File: config.mk
export PLATFORM = sky130hd
export DESIGN_NAME = ps2_kbd_decoder
export DESIGN_NICKNAME = d
export VERILOG_FILES = /design/src/rtl/ps2_kbd_decoder.sv
export SDC_FILE = /design/constraint.sdc
export NUM_CORES = 1
export LEC_CHECK = 0
export ABC_AREA = 1
export BUFFER_PORTS_ARGS = -buffer_cell sky130_fd_sc_hd__clkbuf_2
export CAP_MARGIN = 10
export CORE_AREA = 2 2 98 100
export DETAILED_ROUTE_END_ITERATION = 8
export DIE_AREA = 0 0 100 102
export PLACE_DENSITY = 0.65
export SLEW_MARGIN = 20
export SYNTH_ARGS = -nofsm -noshare
export SYNTH_HDL_FRONTEND = slang
export SYNTH_SLANG_ARGS = --single-unit
File: constraint.sdc
create_clock -name clk -period 4.1 [get_ports clk]
set_clock_uncertainty 0.05 [all_clocks]
set_input_delay 0.205 -clock clk [delete_from_list [all_inputs] [get_ports clk]]
set_output_delay 0.205 -clock clk [all_outputs]
set_load 0.01 [all_outputs]
File: src/rtl/ps2_kbd_decoder.sv
// ps2_kbd_decoder: PS/2 set-2 scan codes -> ASCII, buffered in a show-ahead FIFO
// feeding the LC3 keyboard registers (kbd_rdy = KBSR[15], kbd_data = KBDR).
// Optional feature: define KBD_CTRL_EN to build the ctrl modifier; a letter
// typed with ctrl held then yields its control code (A -> 0x01 .. Z -> 0x1A).
module ps2_kbd_decoder #(
  parameter int DEPTH = 8
) (
  input  logic       clk,
  input  logic       rst_n,
  input  logic       ps2_rdy,
  input  logic [8:0] ps2_cmd,
  input  logic       ps2_err,
  input  logic       kbd_rd,
  output logic       kbd_rdy,
  output logic [7:0] kbd_data,
  output logic       kbd_ovf
);
  localparam int AW = $clog2(DEPTH);

  typedef enum logic [1:0] {IDLE, BRK, EXT, EXT_BRK} st_t;
  st_t st, st_nxt;

  logic [7:0] code;
  logic       acc;
  logic       make_ev, brk_ev, xmake_ev, xbrk_ev;
  logic       shift_l, shift_r, caps, caps_held, ctrl;
  logic [7:0] lc, dg, sy, sp, ch;
  logic       push, pop_ok, push_ok, full, empty;
  logic [AW:0] wr_ptr, rd_ptr;
  logic [7:0] mem [DEPTH];
  logic       unused_par;

  assign code       = ps2_cmd[7:0];
  assign unused_par = ps2_cmd[8];   // parity already checked upstream
  assign acc        = ps2_rdy & ~ps2_err;

  // prefix state register
  always_ff @(posedge clk or negedge rst_n)
    if (!rst_n) st <= IDLE;
    else        st <= st_nxt;

  // prefix next state; an errored byte drops any pending prefix
  always_comb begin
    st_nxt = st;
    if (ps2_rdy) begin
      if (ps2_err) st_nxt = IDLE;
      else case (st)
        IDLE:    st_nxt = (code == 8'hF0) ? BRK : (code == 8'hE0) ? EXT : IDLE;
        EXT:     st_nxt = (code == 8'hF0) ? EXT_BRK : IDLE;
        default: st_nxt = IDLE;
      endcase
    end
  end

  // event decode from the current prefix state
  always_comb begin
    make_ev  = acc && st == IDLE && code != 8'hF0 && code != 8'hE0;
    brk_ev   = acc && st == BRK;
    xmake_ev = acc && st == EXT && code != 8'hF0;
    xbrk_ev  = acc && st == EXT_BRK;
  end

  // shift / caps modifiers; caps_held stops typematic repeats re-toggling caps
  always_ff @(posedge clk or negedge rst_n)
    if (!rst_n) begin
      shift_l <= 1'b0; shift_r <= 1'b0; caps <= 1'b0; caps_held <= 1'b0;
    end else begin
      if (make_ev && code == 8'h12) shift_l <= 1'b1;
      if (brk_ev  && code == 8'h12) shift_l <= 1'b0;
      if (make_ev && code == 8'h59) shift_r <= 1'b1;
      if (brk_ev  && code == 8'h59) shift_r <= 1'b0;
      if (make_ev && code == 8'h58) begin
        caps_held <= 1'b1;
        if (!caps_held) caps <= ~caps;
      end
      if (brk_ev && code == 8'h58) caps_held <= 1'b0;
    end

`ifdef KBD_CTRL_EN
  // ctrl follows both left (14) and right (E0 14) keys
  always_ff @(posedge clk or negedge rst_n)
    if (!rst_n) ctrl <= 1'b0;
    else if ((make_ev || xmake_ev) && code == 8'h14) ctrl <= 1'b1;
    else if ((brk_ev  || xbrk_ev)  && code == 8'h14) ctrl <= 1'b0;
`else
  logic unused_ext;
  assign unused_ext = xmake_ev | xbrk_ev;
  assign ctrl       = 1'b0;
`endif

  // scan code lookup: lowercase letter, digit/shifted symbol, or special
  always_comb begin
    lc = 8'h00; dg = 8'h00; sy = 8'h00; sp = 8'h00;
    case (code)
      8'h1C: lc = "a"; 8'h32: lc = "b"; 8'h21: lc = "c"; 8'h23: lc = "d";
      8'h24: lc = "e"; 8'h2B: lc = "f"; 8'h34: lc = "g"; 8'h33: lc = "h";
      8'h43: lc = "i"; 8'h3B: lc = "j"; 8'h42: lc = "k"; 8'h4B: lc = "l";
      8'h3A: lc = "m"; 8'h31: lc = "n"; 8'h44: lc = "o"; 8'h4D: lc = "p";
      8'h15: lc = "q"; 8'h2D: lc = "r"; 8'h1B: lc = "s"; 8'h2C: lc = "t";
      8'h3C: lc = "u"; 8'h2A: lc = "v"; 8'h1D: lc = "w"; 8'h22: lc = "x";
      8'h35: lc = "y"; 8'h1A: lc = "z";
      8'h45: begin dg = "0"; sy = ")"; end
      8'h16: begin dg = "1"; sy = "!"; end
      8'h1E: begin dg = "2"; sy = "@"; end
      8'h26: begin dg = "3"; sy = "#"; end
      8'h25: begin dg = "4"; sy = "$"; end
      8'h2E: begin dg = "5"; sy = "%"; end
      8'h36: begin dg = "6"; sy = "^"; end
      8'h3D: begin dg = "7"; sy = "&"; end
      8'h3E: begin dg = "8"; sy = "*"; end
      8'h46: begin dg = "9"; sy = "("; end
      8'h29: sp = 8'h20; 8'h5A: sp = 8'h0A; 8'h66: sp = 8'h08;
      8'h0D: sp = 8'h09; 8'h76: sp = 8'h1B;
      default: ;
    endcase
  end

  // character select from pre-edge modifiers; zero means nothing to push
  always_comb begin
    if (lc != 8'h00)
      ch = ctrl ? lc - 8'h60 : ((shift_l | shift_r) ^ caps) ? lc - 8'h20 : lc;
    else if (dg != 8'h00)
      ch = (shift_l | shift_r) ? sy : dg;
    else
      ch = sp;
  end

  assign push    = make_ev && ch != 8'h00;
  assign empty   = wr_ptr == rd_ptr;
  assign full    = wr_ptr == {~rd_ptr[AW], rd_ptr[AW-1:0]};
  assign pop_ok  = kbd_rd && !empty;
  assign push_ok = push && (!full || pop_ok);

  // FIFO pointers and sticky overflow
  always_ff @(posedge clk or negedge rst_n)
    if (!rst_n) begin
      wr_ptr <= '0; rd_ptr <= '0; kbd_ovf <= 1'b0;
    end else begin
      if (push_ok) wr_ptr <= wr_ptr + 1'b1;
      if (pop_ok)  rd_ptr <= rd_ptr + 1'b1;
      if (push && full && !pop_ok) kbd_ovf <= 1'b1;
      else if (pop_ok)             kbd_ovf <= 1'b0;
    end

  // FIFO storage
  always_ff @(posedge clk)
    if (push_ok) mem[wr_ptr[AW-1:0]] <= ch;

  assign kbd_rdy  = !empty;
  assign kbd_data = empty ? 8'h00 : mem[rd_ptr[AW-1:0]];
endmodule

* After elaboration in Yosys (flattened, before gate mapping)
Memory sizes are Yosys's and may differ from the RTL's.
Index checks and enable logic that the tools add are counted.
** Operators by class
- Add/subtract/negate cells :: 3
- Equality and inequality tests :: 52
- Mux-type cells :: 24
- Bitwise operators :: 7
- Reductions and logical operators :: 28
** Operators with widths (number)
- equality test 8 x 6 -> 1 bit, second input constant :: 23
- case mux 7 bit (26 select lines) :: 1
- equality test 8 x 7 -> 1 bit, second input constant :: 12
- case mux 7 bit (10 select lines) :: 1
- equality test 8 x 5 -> 1 bit, second input constant :: 8
- case mux 6 bit (10 select lines) :: 1
- 2-to-1 mux 8 bit :: 5
- case mux 6 bit (5 select lines) :: 1
- nonzero test 8 bit :: 3
- equality test 8 bit, second input constant :: 2
- inequality test 8 bit, second input constant :: 2
- logical AND 1 bit :: 15
- 2-to-1 mux 1 bit :: 10
- adder 4 x 1 -> 4 bit, second input constant :: 2
- equality test 4 bit :: 2
- equality test 8 x 4 -> 1 bit, second input constant :: 1
- 2-to-1 mux 2 bit :: 4
- nonzero test 2 bit :: 4
- subtractor 8 x 6 -> 8 bit, second input constant :: 1
- NOT 1 bit :: 4
- case mux 2 bit (2 select lines) :: 1
- logical NOT 1 bit :: 3
- equality test 2 x 1 -> 1 bit, second input constant :: 1
- equality test 2 bit, second input constant :: 1
- other kinds (6) :: 6
** Storage, ports and cells
- Bits in registers :: 15
- Bits in writable memories :: 64
- Input bits :: 14
- Memories :: 1
** Memories
- mem :: depth 8, width 8, read ports 1, clocked after Yosys merged registers in 0, wr ports 1, RTL line 30 : logic [7:0] mem [DEPTH];

* Logic depth before layout (Yosys ltp)
- Word-level depth :: 10
- Depth in mapped cells :: 20
- Depth with buffers taken out :: 19

* Least setup slack after synthesis
No wires, ideal clock.
- Path kind :: input port to flip-flop
- Start point :: input port ps2_cmd[7]
- End point :: memory mem[1][0] (enable)
- Setup time :: 0.370 ns
- Arrival :: 2.272 ns
- Slack :: 1.407 ns
- Stages on the path :: 18
- Buffers on the path :: 0
- Path through :: inv_2 nand2_1 nor2_1 nand2_1 nand2_1 nor2_1 nand2_1 nor2_2 nand2_2 inv_2 ha_1 inv_1 nand2_1 nand2_1 nor2_2 nand3_4 nand4_2 nor2_1
** Between the ends
- Cells in the longest elaborated chain, start to end :: 10
- Elaborated cells between the ends (all ways) :: 61
- Classes of those cells :: add/sub: 1; eq/ne: 43; mux: 10; reduce/logical: 7
** Ends and longest elaborated chain
- from (decl) :: RTL line 11 : input logic [8:0] ps2_cmd,
- equality test 8 x 5 -> 1 bit (tied with other cells) :: RTL line 94 : case (code)
- case mux 7 bit (26 select lines) (tied with other cells) :: RTL line 94
- subtractor 8 x 6 -> 8 bit (tied with other cells) :: RTL line 121 : ch = ctrl ? lc - 8'h60 : ((shift_l | shift_r) ^ caps) ? lc - 8'h20 : lc;
- 2-to-1 mux 8 bit (on tied branches) :: RTL line 121, 122
- 2-to-1 mux 8 bit (*) :: RTL line 120 : if (lc != 8'h00)
- net ch[5] :: RTL line 27 : logic [7:0] lc, dg, sy, sp, ch;
- nonzero test 8 bit (*) :: RTL line 128 : assign push = make_ev && ch != 8'h00;
- logical AND 1 bit (*) :: RTL line 128
- logical AND 1 bit (*) :: RTL line 132 : assign push_ok = push && (!full || pop_ok);
- 2-to-1 mux 1 bit (*) :: RTL line 147 : if (push_ok) mem[wr_ptr[AW-1:0]] <= ch;
- 2-to-1 mux 1 bit (not written as such) (*) :: RTL line 147
- to (decl) :: RTL line 30
The timed path passes the listed nets; every way through them passes the cells marked *.

* Worst setup path in the final report
- Start point :: register rd_ptr[0]
- End point :: output port kbd_data[4]
** Between the ends
- Cells in the longest elaborated chain, start to end :: 2
- Elaborated cells between the ends (all ways) :: 3
- Classes of those cells :: eq/ne: 1; mux: 1; memory: 1
** Ends and longest elaborated chain
- from (decl) :: RTL line 29 : logic [AW:0] wr_ptr, rd_ptr;
- from (signal assigned) :: RTL line 140 : if (pop_ok) rd_ptr <= rd_ptr + 1'b1;
- memory read (8 x 8 bit) or equality test 4 bit (tied branches)
- 2-to-1 mux 8 bit (*) :: RTL line 150 : assign kbd_data = empty ? 8'h00 : mem[rd_ptr[AW-1:0]];
- to (decl) :: RTL line 15 : output logic [7:0] kbd_data,
Mark *: on every way between the ends. The rest lies on a longest branch, timed or not.

==> impl_results.md <==
* Status: finished, final reports clean
* Diodes inserted at 0
* Worst-path clk slew at 0.08 ns
* Initial DRT Pass Iterations at 4
* Pwr dens at 495 nW/um^2
* CP startpoint kind: flop
* IO Count at 24
* All-layer global routing usage at 0.209
* Vias in the first global route at 3456
* Syn Nets at 520
* Critical setup path kind: reg2out
* Main flop type after synthesis: edfxtp_1
* Total negative slack at 0 ns
* Worst Path Max Fanout at 35
* Avg WL per Cell at 14.9 um
* Share of layout cells above drive strength 1 at 0.154
* Multi-input gate area at 1760 um^2
* Crit Reg-Reg Endpoint: mem[3][5]
* Final Max Tran Viols at 0
* Rel. slew slack at 0.561
* WHS Endpoint: rd_ptr[2]
* Hold path startpoint: kbd_rd
* Flop2flop setup slack at 1.42 ns
* Nets at 552
* YS warnings at 0
* Routed WL at 9710 um
* DRC violations left at 0
* Die Wd at 100 um
* Tmin final at 2.87 ns
* Seq/Total Area, Yosys at 0.537
* Area Overhead vs Synth at 10.9%
* Hold Path Class: in2reg
* PortBufs at 22
* Remaining global-route overflow at 0
* DR iter-0 viols at 232
* CP max-delay cell: inv_2
* Largest net degree at the start of global routing at 36
* RSZ-0062 raised after global routing: no
* Worst R2R Path Depth at 12
* H-tree depth at 3
* FFs w/ async S/R, synth at 0.190
* Worst Tran Pin Value at 0.658 ns
* Max_cap viols at 0
* Via density at 5.29
* Core Area at 9110 um^2
* Post-DP HPWL at 7050 um
* Reg2reg start: shift_r
* EDFF count, synth at 64
* Sequential standard cell area at 2300 um^2
* Final setup fails at 0
* CP Data Required Time at 3.85 ns
* ANT nets after route at 0
* Die Area at 10200 um^2
* Critical Path Source: rd_ptr[0]
* Max VDD drop at 197 uV
* Filler cells at 876
* Inserted Clock Buffers at 9
* #FFs+latches synth at 79
* Most used cell, CP: nand2_1
* Post-Synthesis Cells at 502
* CP max stage delay at 0.45 ns
* Synth unique cells at 35
* Crit path DAT at 2.62 ns
* Post-cts resize count at 0
* CTS tree: done
* Fmax at 348 MHz
* First-pass GRT wire length at 16400 um
* Placement row count at 35
* Hold Crit Depth at 3
* Hold Vio Cnt, Final at 0
* Clock root buffer: clkbuf_8
* Mapped Avg Cell Area at 8.52 um^2
* Starting density of the core at 0.470
* CP Cell Sequence: buf_4, inv_2, nand2_1, a221oi_1, nand2_1, o21ai_0, a31oi_1, clkbuf_2
* Via Count at 3439
* Worst-Skew Late Latency at 0.34 ns
* CTS Sinks at 79
* Final RePlAce weighted congestion at 0.896
* Worst Setup End Kind: output port
* WHS at 0.119 ns
* Leak at 0.00212 uW
* Die height at 102 um
* Antenna violations before repair at 0
* Clock tree buffer depth at 2
* Post-Synthesis Cell Area at 4280 um^2
* Tcrit/Tclk final at 0.701
[cell families (layout without fill, tap and decap cells)]
logic type	after synthesis	count (layout)	share of synthesized area
xor gates and xnor gates	9	9	0.0184
buffers and inverters	57	94	0.0521
AOI/OAI and AO/OA	73	73	0.0921
and+or+nand+nor	280	280	0.289
adders and majority gates	4	4	0.0117
DFF	79	79	0.537
[timing repair]
action                    4_1_cts  5_1_grt
hold buffers                    2        0
hold endpoints to repair       16        0
buffers inserted                0        0
[state kept, by name, indices dropped and copies added (netlist names)]
signal,count
st,2
wr_ptr,4
rd_ptr,4
shift_l,1
kbd_ovf,1
shift_r,1
caps_held,1
mem,64
caps,1
[layout by cell type, fill, tap and decap left out, types with 10 or more instances in the layout]
master,n
nor2_1,109
nand2_1,106
edfxtp_1,64
o21ai_0,44
inv_1,34
nand3_1,24
clkbuf_2,22
dfrtp_1,15
buf_4,11
nand2_2,10
[critical path, delay by kind of cell, from the launching register on]
family | cells | cell delay (ns)
buffers and inverters | 3 | 0.86
AO/OA/AOI/OAI | 3 | 0.65
AND/OR/NAND/NOR | 2 | 0.40
flip-flops | 1 | 0.37
[synthesized netlist by cell type, drive strengths merged, types with 8 or more instances]
cell,number,area (um^2)
o22ai,9,56.3
xor2,8,70.1
nand3,26,148
nand2,117,472
nor2,119,477
a21oi,8,40.0
edfxtp,64,1920
dfrtp,15,375
inv,42,158
o21ai,46,230
clkbuf,12,45.0
a31oi,8,50.1
[worst max-delay path by stage]
stage	endpoint	slack [ns]	cells past startpoint
after floorplan	mem[1][0]	1.41	18
after global placement	mem[7][0]	1.06	20
after detailed placement	mem[3][3]	0.95	20
after CTS	kbd_data[4]	1.13	8
after global routing	kbd_data[5]	0.93	8
final	kbd_data[4]	1.23	8
[cell type report]
class | instances | area share
multi-input combinational | 366 | 0.370
clock inverter | 7 | 0.0113
timing repair buffer | 35 | 0.0448
tap | 111 | 0.0293
inverter | 43 | 0.0340
clock buffer | 9 | 0.0261
sequential | 79 | 0.484
[power breakdown]
group,switching [uW],internal (uW)
sequential,69.9,929
clock,297,225
combinational,540,289
[layer usage]
| metal | wire length (um) | GRT usage |
|---|---|---|
| met1 | 4030 | 0.243 |
| met2 | 5190 | 0.393 |
| met3 | 325 | 0.0315 |
| met4 | 168 | 0.0727 |
| met5 | 0 | 0 |
[per-stage QoR]
step	cells	cell area, um^2	utilization	total power, uW	setup slack (ns)
global route	650	4750	0.521	2510	0.933
floorplan	502	4280	-	1580	1.41
global placement	632	4550	0.499	1840	1.06
finish	650	4750	0.521	2350	1.23
CTS	650	4750	0.521	2380	1.13
detailed placement	632	4550	0.499	1860	0.945
Power figures use the tool's default switching activity.
